===== src/rtl/hex_scroll_ctrl_pkg.sv =====
`default_nettype none
// ============================================================================
//  Module   : hex_pkg
//  Purpose  : Shared constants for the scrolling seven-segment controller.
//             Holds the active-low digit patterns {g,f,e,d,c,b,a}, the
//             all-off pattern and the controller state encoding.
//  Revision : 1.0 - initial release
// ============================================================================
package hex_pkg;

  localparam logic [6:0] SEG_0     = 7'b1000000;
  localparam logic [6:0] SEG_1     = 7'b1111001;
  localparam logic [6:0] SEG_2     = 7'b0100100;
  localparam logic [6:0] SEG_3     = 7'b0110000;
  localparam logic [6:0] SEG_4     = 7'b0011001;
  localparam logic [6:0] SEG_5     = 7'b0010010;
  localparam logic [6:0] SEG_6     = 7'b0000010;
  localparam logic [6:0] SEG_7     = 7'b1111000;
  localparam logic [6:0] SEG_8     = 7'b0000000;
  localparam logic [6:0] SEG_9     = 7'b0010000;
  localparam logic [6:0] SEG_A     = 7'b0001000;
  localparam logic [6:0] SEG_B     = 7'b0000011;
  localparam logic [6:0] SEG_C     = 7'b1000110;
  localparam logic [6:0] SEG_D     = 7'b0100001;
  localparam logic [6:0] SEG_E     = 7'b0000110;
  localparam logic [6:0] SEG_F     = 7'b0001110;
  localparam logic [6:0] SEG_BLANK = 7'b1111111;

  typedef enum logic [1:0] {
    IDLE = 2'd0,
    SHOW = 2'd1,
    GAP  = 2'd2
  } state_t;

endpackage
`default_nettype wire


===== src/rtl/hex_digit_dec.sv =====
`default_nettype none
// ============================================================================
//  Module   : hex_digit_dec
//  Purpose  : Combinational hex nibble to active-low seven-segment decoder.
//  Ports    : i_nib [3:0]  nibble to display
//             o_seg [6:0]  active-low segments {g,f,e,d,c,b,a}
//  Revision : 1.0 - initial release
// ============================================================================
module hex_digit_dec
  import hex_pkg::*;
(
  input  logic [3:0] i_nib,
  output logic [6:0] o_seg
);

  always_comb begin
    o_seg = SEG_BLANK;
    case (i_nib)
      4'h0: o_seg = SEG_0;
      4'h1: o_seg = SEG_1;
      4'h2: o_seg = SEG_2;
      4'h3: o_seg = SEG_3;
      4'h4: o_seg = SEG_4;
      4'h5: o_seg = SEG_5;
      4'h6: o_seg = SEG_6;
      4'h7: o_seg = SEG_7;
      4'h8: o_seg = SEG_8;
      4'h9: o_seg = SEG_9;
      4'hA: o_seg = SEG_A;
      4'hB: o_seg = SEG_B;
      4'hC: o_seg = SEG_C;
      4'hD: o_seg = SEG_D;
      4'hE: o_seg = SEG_E;
      4'hF: o_seg = SEG_F;
      default: o_seg = SEG_BLANK;
    endcase
  end

endmodule
`default_nettype wire


===== src/rtl/hex_scroll_ctrl.sv =====
`default_nettype none
// ============================================================================
//  Module   : hex_scroll_ctrl
//  Purpose  : Buffers up to DEPTH bytes and scrolls through them on the
//             seven-segment bank: HEX2 = buffer index, HEX1:HEX0 = byte,
//             each shown for DWELL cycles with an optional BLANK_CYC gap.
//  Ports    : clk, clrn (sync active-low reset)
//             in_valid/in_data/in_ready  byte write port (IDLE only)
//             start (pulse), pause (level), clear (pulse)
//             busy, count, HEX2/HEX1/HEX0 (registered, active-low)
//  Revision : 1.0 - initial release
// ============================================================================
module hex_scroll_ctrl
  import hex_pkg::*;
#(
  parameter int DEPTH     = 8,
  parameter int DWELL     = 50_000_000,
  parameter int BLANK_CYC = 5_000_000
) (
  input  logic                     clk,
  input  logic                     clrn,
  input  logic                     in_valid,
  input  logic [7:0]               in_data,
  output logic                     in_ready,
  input  logic                     start,
  input  logic                     pause,
  input  logic                     clear,
  output logic                     busy,
  output logic [$clog2(DEPTH):0]   count,
  output logic [6:0]               HEX2,
  output logic [6:0]               HEX1,
  output logic [6:0]               HEX0
);

  localparam int IW   = $clog2(DEPTH);
  localparam int CW   = IW + 1;
  localparam int MAXC = (DWELL > BLANK_CYC) ? DWELL : BLANK_CYC;
  localparam int TW   = $clog2(MAXC + 1);

  localparam logic [CW-1:0] c_depth      = CW'(DEPTH);
  localparam logic [TW-1:0] c_dwell_load = TW'(DWELL - 1);
  localparam logic [TW-1:0] c_gap_load   = (BLANK_CYC > 0) ? TW'(BLANK_CYC - 1) : '0;
  localparam bit            c_has_gap    = (BLANK_CYC > 0);

  state_t          r_state;
  logic [IW-1:0]   r_idx;
  logic [CW-1:0]   r_count;
  logic [TW-1:0]   r_timer;
  logic [7:0]      r_buf [DEPTH];
  logic [6:0]      r_hex2, r_hex1, r_hex0;

  logic            w_wr;
  logic [CW-1:0]   w_count_nxt;
  logic            w_idx_last;
  logic [IW-1:0]   w_idx_nxt;
  logic [7:0]      w_byte;
  logic [3:0]      w_idx_nib;
  logic [6:0]      w_seg2, w_seg1, w_seg0;
  logic            w_freeze;

  assign in_ready    = (r_state == IDLE) && (r_count < c_depth);
  assign busy        = (r_state != IDLE);
  assign count       = r_count;
  assign HEX2        = r_hex2;
  assign HEX1        = r_hex1;
  assign HEX0        = r_hex0;

  // A write is only possible in IDLE since in_ready is low elsewhere;
  // clear drops any coincident write.
  assign w_wr        = in_valid && in_ready && !clear;
  // Occupancy including a same-cycle write, so write+start works at count 0.
  assign w_count_nxt = r_count + {{(CW-1){1'b0}}, w_wr};
  assign w_idx_last  = ({1'b0, r_idx} == (r_count - CW'(1)));
  assign w_idx_nxt   = w_idx_last ? '0 : r_idx + IW'(1);

  assign w_byte      = r_buf[r_idx];
  assign w_idx_nib   = 4'(r_idx);
  // Outputs hold while paused in an active state; clear overrides pause.
  assign w_freeze    = pause && busy && !clear;

  hex_digit_dec u_dec2 (.i_nib(w_idx_nib),    .o_seg(w_seg2));
  hex_digit_dec u_dec1 (.i_nib(w_byte[7:4]),  .o_seg(w_seg1));
  hex_digit_dec u_dec0 (.i_nib(w_byte[3:0]),  .o_seg(w_seg0));

  // Control state, index, occupancy and dwell/gap timer
  always_ff @(posedge clk) begin
    if (!clrn || clear) begin
      r_state <= IDLE;
      r_idx   <= '0;
      r_count <= '0;
      r_timer <= '0;
    end else begin
      case (r_state)
        IDLE: begin
          r_count <= w_count_nxt;
          if (start && (w_count_nxt != '0)) begin
            r_state <= SHOW;
            r_idx   <= '0;
            r_timer <= c_dwell_load;
          end
        end
        SHOW: begin
          if (!pause) begin
            if (r_timer == '0) begin
              if (c_has_gap) begin
                r_state <= GAP;
                r_timer <= c_gap_load;
              end else begin
                r_idx   <= w_idx_nxt;
                r_timer <= c_dwell_load;
              end
            end else begin
              r_timer <= r_timer - TW'(1);
            end
          end
        end
        GAP: begin
          if (!pause) begin
            if (r_timer == '0) begin
              r_state <= SHOW;
              r_idx   <= w_idx_nxt;
              r_timer <= c_dwell_load;
            end else begin
              r_timer <= r_timer - TW'(1);
            end
          end
        end
        default: r_state <= IDLE;
      endcase
    end
  end

  // Byte buffer; contents are not reset because clear makes them don't-care
  always_ff @(posedge clk) begin
    if (clrn && w_wr) begin
      r_buf[r_count[IW-1:0]] <= in_data;
    end
  end

  // Segment registers follow the current state, so they lag it by one cycle
  always_ff @(posedge clk) begin
    if (!clrn) begin
      r_hex2 <= SEG_BLANK;
      r_hex1 <= SEG_BLANK;
      r_hex0 <= SEG_BLANK;
    end else if (!w_freeze) begin
      if (r_state == SHOW) begin
        r_hex2 <= w_seg2;
        r_hex1 <= w_seg1;
        r_hex0 <= w_seg0;
      end else begin
        r_hex2 <= SEG_BLANK;
        r_hex1 <= SEG_BLANK;
        r_hex0 <= SEG_BLANK;
      end
    end
  end

endmodule
`default_nettype wire


===== config.mk =====
export PLATFORM = sky130hd
export DESIGN_NAME = hex_scroll_ctrl
export DESIGN_NICKNAME = d
export VERILOG_FILES = /design/src/rtl/hex_scroll_ctrl_pkg.sv /design/src/rtl/hex_digit_dec.sv /design/src/rtl/hex_scroll_ctrl.sv
export SDC_FILE = /design/constraint.sdc
export NUM_CORES = 1
export LEC_CHECK = 0
export BUFFER_PORTS_ARGS = -buffer_cell sky130_fd_sc_hd__clkbuf_2
export CAP_MARGIN = 15
export CELL_PAD_IN_SITES_DETAIL_PLACEMENT = 0
export CELL_PAD_IN_SITES_GLOBAL_PLACEMENT = 1
export CORE_MARGIN = 5
export CORE_UTILIZATION = 49
export CTS_CLUSTER_SIZE = 14
export DETAILED_ROUTE_END_ITERATION = 10
export PLACE_DENSITY = 0.81
export SLEW_MARGIN = 40
export SYNTH_ARGS = -nofsm -noshare
export SYNTH_HDL_FRONTEND = slang
export SYNTH_SLANG_ARGS = --single-unit

===== constraint.sdc =====
create_clock -name clk -period 5.6 [get_ports clk]
set_input_delay 1.4 -clock clk [delete_from_list [all_inputs] [get_ports clk]]
set_output_delay 1.4 -clock clk [all_outputs]
set_load 0.05 [all_outputs]

; After elaboration in Yosys (flattened, before gate mapping)
; Memories as Yosys holds them, arrays and structs flattened. A register that Yosys moved wholly into a read port is not among the register bits.
; Index checks and enable logic that the tools add are counted.
[op_classes]
add_sub_neg = 4
magnitude_cmp = 1
eq_ne = 8
mux = 26
n_reduce_logical = 19
[op_table]
columns = cell, n
row1 = 26-bit two-way mux, 5
row2 = 26-bit one-hot mux with 3 select lines, 1
row3 = 26-bit zero test, 1
row4 = 26-bit by 1-bit subtractor with 26-bit output (second input constant), 1
row5 = 7-bit two-way mux, 3
row6 = 3-bit two-way mux, 6
row7 = 2-bit two-way mux, 5
row8 = 4-bit two-way mux, 2
row9 = 2-bit inequality test (second input constant), 4
row10 = 4-bit AND reduction, 2
row11 = 1-bit logical AND, 7
row12 = 2-bit one-hot mux with 3 select lines, 1
row13 = 3-bit one-hot mux with 2 select lines, 1
row14 = 5-bit AND reduction, 1
row15 = 4-bit by 1-bit adder with 4-bit output, 1
row16 = 3-bit by 4-bit == test with 1-bit output, 1
row17 = 4-bit < comparator (second input constant), 1
row18 = 2-bit nonzero test, 2
row19 = 4-bit nonzero test, 1
row20 = 4-bit by 1-bit subtractor with 4-bit output (second input constant), 1
row21 = 3-bit by 1-bit adder with 3-bit output (second input constant), 1
row22 = 3-bit nonzero test, 1
row23 = 2-bit by 1-bit == test with 1-bit output (second input constant), 1
row24 = 2-bit == test (second input constant), 1
row25 = 5 further kinds, 7
[totals]
regBits = 56
mem_bits_rw = 64
mem_bits_ro = 336
in_bits = 14
output_inout_bits = 27
word_cells = 69
memories = 4
[mem_list]
columns = memory, depth, width, read_ports, rd_clocked_by_memory_dff, write_ports, line
row1 = (name not given), 16, 7, 1, 0, 0, hex_digit_dec.sv:18  ; case (i_nib)
row2 = (name not given), 16, 7, 1, 0, 0, hex_digit_dec.sv:18
row3 = (name not given), 16, 7, 1, 1, 0, hex_digit_dec.sv:18
row4 = r_buf, 8, 8, 1, 1, 1, hex_scroll_ctrl.sv:49  ; logic [7:0] r_buf [DEPTH];

; Logic depth before layout (Yosys ltp)
[logic_depth]
word_depth = 11
ltp_mapped = 16
mapped_depth_nobuf = 15

; Modules after synthesis
; A second synthesis with hierarchy kept.
[unflattened]
cells_unflattened = 580
hier_area_um2 = 6417.4
[modules_own_cells]
columns = mod, instances, cells_each, area_per_inst_um2, seq_area_each_um2
row1 = hex_scroll_ctrl, 1, 484, 5591.6, 3103.0
row2 = hex_digit_dec, 3, 32, 275.3, 0.0

; Worst setup path after synthesis
; OpenSTA, ideal clock, no wires.
[synth_timing]
kind = in2reg
from = input clear
to = register, netlist name u_dec2.o_seg[0]
setup_time_ns = 0.121
arrival_time_ns = 4.207
required_time_ns = 5.479
slack_ns = 1.272
stages = 10
n_path_buf = 0
cell_sequence = nor4b_1 -> ha_1 -> ha_1 -> or3_1 -> o31ai_2 -> o21ai_1 -> a21oi_1 -> inv_1 -> ha_1 -> mux2_4
[synth_via]
elab_chain_len = 9
elab_cells_between_ends = 10
classes_between = 1 x add/sub / 1 x eq/ne / 2 x mux / 6 x reduce/logical
[synth_rtl]
columns = item, line
row1 = "start, declared", hex_scroll_ctrl.sv:27  ; input logic clear,
row2 = 1-bit zero test, hex_scroll_ctrl.sv:70  ; assign w_wr = in_valid && in_ready && !clear;
row3 = 1-bit logical AND, hex_scroll_ctrl.sv:70
row4 = 4-bit by 1-bit adder with 4-bit output, hex_scroll_ctrl.sv:72  ; assign w_count_nxt = r_count + {{(CW-1){1'b0}}, w_wr};
row5 = named net w_count_nxt[1], hex_scroll_ctrl.sv:53  ; logic [CW-1:0] w_count_nxt;
row6 = 4-bit nonzero test, hex_scroll_ctrl.sv:96  ; if (start && (w_count_nxt != '0)) begin
row7 = 1-bit logical AND, hex_scroll_ctrl.sv:96
row8 = 2-bit by 1-bit inequality test with 1-bit output (no source line), n/a
row9 = 4-bit AND reduction (no source line), n/a
row10 = 4-bit two-way mux (no source line) (2 in series), n/a
; The timed path passes the listed nets, and every way through them passes these cells.
; A chain may end at the register's enable or synchronous reset.

; Final worst setup path
[layout_timing]
from = input clear
to = register, netlist name u_dec2.o_seg[3]
[layout_via]
elab_chain_len = 9
elab_cells_between_ends = 10
classes_between = 1 x add/sub / 1 x eq/ne / 2 x mux / 6 x reduce/logical
[layout_rtl]
columns = item, line
row1 = 1-bit zero test, hex_scroll_ctrl.sv:70
row2 = 1-bit logical AND, hex_scroll_ctrl.sv:70
row3 = 4-bit by 1-bit adder with 4-bit output, hex_scroll_ctrl.sv:72
row4 = 4-bit nonzero test, hex_scroll_ctrl.sv:96
row5 = 1-bit logical AND, hex_scroll_ctrl.sv:96
row6 = 2-bit by 1-bit inequality test with 1-bit output (no source line), n/a
row7 = 4-bit AND reduction (no source line), n/a
row8 = 4-bit two-way mux (no source line), n/a
row9 = 4-bit two-way mux (no source line) *, n/a
; Every way passes the cells marked *; elsewhere a longest branch is shown, timed or not.

==> summary.md <==
| Metric | Value |
|---|---|
| Reg-to-Reg Start | `r_state[1]` |
| Met1 Use GR | `roughly 29%` |
| Yosys warns | `0` |
| Gr ovfl total | `0` |
| Antenna violations before repair | `0` |
| Commonest register cell after synthesis | `dfxtp_1` |
| Wire per inst | `between 15 and 20 um` |
| Die ar. | `approximately 16000 sq um` |
| Net count after synthesis | `about 620` |
| Max Cap Viol | `0` |
| Hold depth | `2` |
| Mapped Area | `between 6000 and 7000 sq um` |
| CTS Buf Count | `17` |
| Final setup vio count | `0` |
| Syn avg cell area | `11.17 sq um` |
| RSZ-0062 raised after global routing | `false` |
| CP delay by family, top | `compound AO/OA/AOI/OAI gates` |
| CTS tree | `done` |
| Setup CP Type | `primary input to flop` |
| Global placer's final weighted congestion | `about 0.84` |
| F_max | `around 230 MHz` |
| Met2 usage | `approximately 28%` |
| Relative slew slack | `~39%` |
| DRC violations left | `0` |
| # hold bufs at CTS | `0` |
| Global-route wire length before repair | `24250 um` |
| Status | `finished clean` |
| Crit path cell chain | `clkbuf_2, nor4b_1, ha_1, ha_1, nor2_1, a211oi_1, o31a_1, nand4_1, a21oi_1, inv_1, ha_1, mux2_4` |
| Pre-Repair DR Iteration Count | `5` |
| Distinct cells, synth | `between 70 and 80` |
| Sink Count | `between 100 and 150` |
| Critical path peak fanout | `6` |
| Final #Nets | `654` |
| CTS max path bufs | `2` |
| #FFs+latches synth | `130` |
| VDD IR max | `about 0.17 mV` |
| Slowest-stage cell, CP | `a211oi_1` |
| Cells after Synth | `584` |
| Hold wc startpoint | `r_timer[8]` |
| Final core utilization | `between 50 and 60%` |
| CP max stage delay | `0.52 ns` |
| Chip height | `between 100 and 150 um` |
| Post-CTS repair timing setup buffer count | `0` |
| Area leader, netlist | `edfxtp_1` |
| Static Leak | `2.606 nW` |
| Post-CTS sizing | `0` |
| Row Count | `42` |
| Tcrit/Tclk final | `approximately 80%` |
| M3 GR Usage | `under 10%` |
| Critical Path RT | `about 6 ns` |
| Clk slew on worst S/H paths | `about 0.06 ns` |
| WP buf/inv | `2` |
| H-Tree Depth | `4` |
| IO Port Bufs | `40` |
| Post-DP HPWL | `just under 10000 um` |
| Final worst path period need | `4.377 ns` |
| Clk Latency, worst-skew pair | `slightly above 0.4 ns` |
| Asr flop ratio synth | `0%` |
| Worst clock skew | `0.008848 ns` |
| Synth top area share | `~29%` |
| Grt peak-use layer | `met1` |
| Crit path DAT | `around 4.7 ns` |
| Vias/cell | `between 5 and 6` |
| Pins Over Slew Limit | `0` |
| Hold WC Path Type | `flop to flop` |
| Ant. Diodes | `0` |
| Worst-Margin Slew | `about 0.9 ns` |
| Cell depth of the worst flop-to-flop path | `14` |
| Layout cells sized above 1 | `between 20% and 30%` |
| Synth top area cells | `edfxtp_1, dfxtp_1, mux4_2` |
| Critical path origin | `clear` |
| Root Driver | `clkbuf_16` |
| Crit path depth | `12` |
| Pwr/cell area | `roughly 340 nW/um^2` |
| Area growth, synth to finish | `14.00%` |
| Setup total negative slack | `0 ns` |
| Detailed Route WL | `between 10000 and 15000 um` |
| Worst setup EP type | `flop` |
| Largest net degree at the start of global routing | `31` |
| Initial DRC count | `~460` |
| EDFF count, synth | `64` |
| Hold Fails Final Rpt | `0` |
| Most used cell, CP | `ha_1` |
| Die width | `approximately 130 um` |
| Via count | `around 4800` |
| Global-route total usage across every layer | `a little under a fifth` |
| Register area share after synthesis | `between 40% and 50%` |
| Antenna Nets Post-Route | `0` |
| Vias in the first global route | `between 4000 and 5000` |
| Total I/O pin count | `a little over 40` |
| Placeable core area | `between 10000 and 15000 sq um` |
| Starting Density | `slightly below 50%` |
| CP startpoint kind | `primary input` |
flip-flops by register name, indices dropped and copies added, names as in the netlist, named ones only:
register,flops
r_state,2
r_buf,64
r_timer,26
u_dec2.o_seg,7
count,4
HEX1,7
r_idx,3
HEX2,7
HEX0,7
stage by stage:
stage | power, mW | hold WS [ns] | area [sq um] | setup WS (ns) | std cells
final | 2.493 | 0.4846 | 7436 | 1.223 | 803
after floorplan | 1.362 | 0.4472 | 6523 | 1.272 | 584
after detailed placement | 1.460 | 0.4798 | 6868 | 0.8466 | 771
after global routing | 2.601 | 0.5047 | 7436 | 0.8910 | 803
after CTS | 2.510 | 0.4882 | 7427 | 1.272 | 803
after global placement | 1.451 | 0.4684 | 6838 | 1.016 | 771
worst register-to-register path: cells and delay by family, from the launching register on:
kind | cells | cell delay, ns
fa+ha+maj | 4 | 1.12
compound gates | 3 | 1.27
flops | 1 | 0.32
simple gates | 3 | 0.74
mux | 1 | 0.27
buf+inv | 3 | 0.38
report_power, final:
group	leakage, nW	internal [mW]	switching [mW]	total (mW)
Clock	0.264	0.618	0.428	1.05
Combinational	1.23	0.140	0.273	0.413
Sequential	1.11	1.02	0.0187	1.03
Total	2.61	1.77	0.719	2.49
cell usage in the layout, fill, tap and decap left out, types with 5 or more instances in the layout:
cell type	n
clkbuf_2	40
nand4_1	5
nor4_1	5
nand3b_1	10
mux4_2	17
o31ai_1	9
clkbuf_16	17
mux2i_1	11
edfxtp_1	64
nor2_1	38
o21ai_0	39
o221a_2	5
nand2_1	40
a21oi_1	40
nand3_1	11
xnor2_1	6
inv_1	17
nor2_2	5
nor3_1	13
ha_1	26
o221ai_1	6
buf_4	6
o22ai_1	7
nand2b_1	8
mux2_2	7
or3_1	6
dfxtp_1	64
xor2_1	5
routing by layer:
metal / up-vias / part of all wire (%)
li1: 2287 / -
met1: 2332 / 47
met2: 171 / 45
met3: 15 / 7.4
met4: 0 / 1.0
met5: - / 0
synth_stat cells (7+ instances only):
cell type,instances
nand3b_1,10
ha_1,26
nand2b_1,8
edfxtp_1,64
dfxtp_1,66
o22ai_1,7
o21ai_0,39
inv_1,17
nor3_1,13
nand2_1,41
buf_2,10
clkbuf_1,21
mux2_2,7
mux4_2,17
mux2i_1,15
o31ai_1,9
a21oi_1,41
nor2_1,42
nand3_1,11
worst paths after layout:
check                                       end  slack (ns)
worst max register to register  u_dec2.o_seg[3]        1.38
worst max-delay path            u_dec2.o_seg[3]        1.22
worst min-delay path                 r_timer[8]        0.48
worst min register to register       r_timer[8]        0.48
area by class of cell:
cell class	count	area, sq um
fillers	1088	5702
well taps	176	220.2
repair buffers	46	245.2
clock buffers	19	432.9
flip-flops and latches	130	3246
multi-input cells	401	3098
clock inverters	13	126.4
inverters	18	67.56
kinds of logic after synthesis:
group | after synthesis | share of synthesized area (%)
compound gates | 147 | 15.31
xor+xnor | 12 | 1.841
fa+ha+maj | 26 | 4.988
buf+inv | 53 | 3.376
flops | 130 | 49.72
mux | 41 | 9.841
simple gates | 175 | 14.92
(Power assumes the default switching activity.)
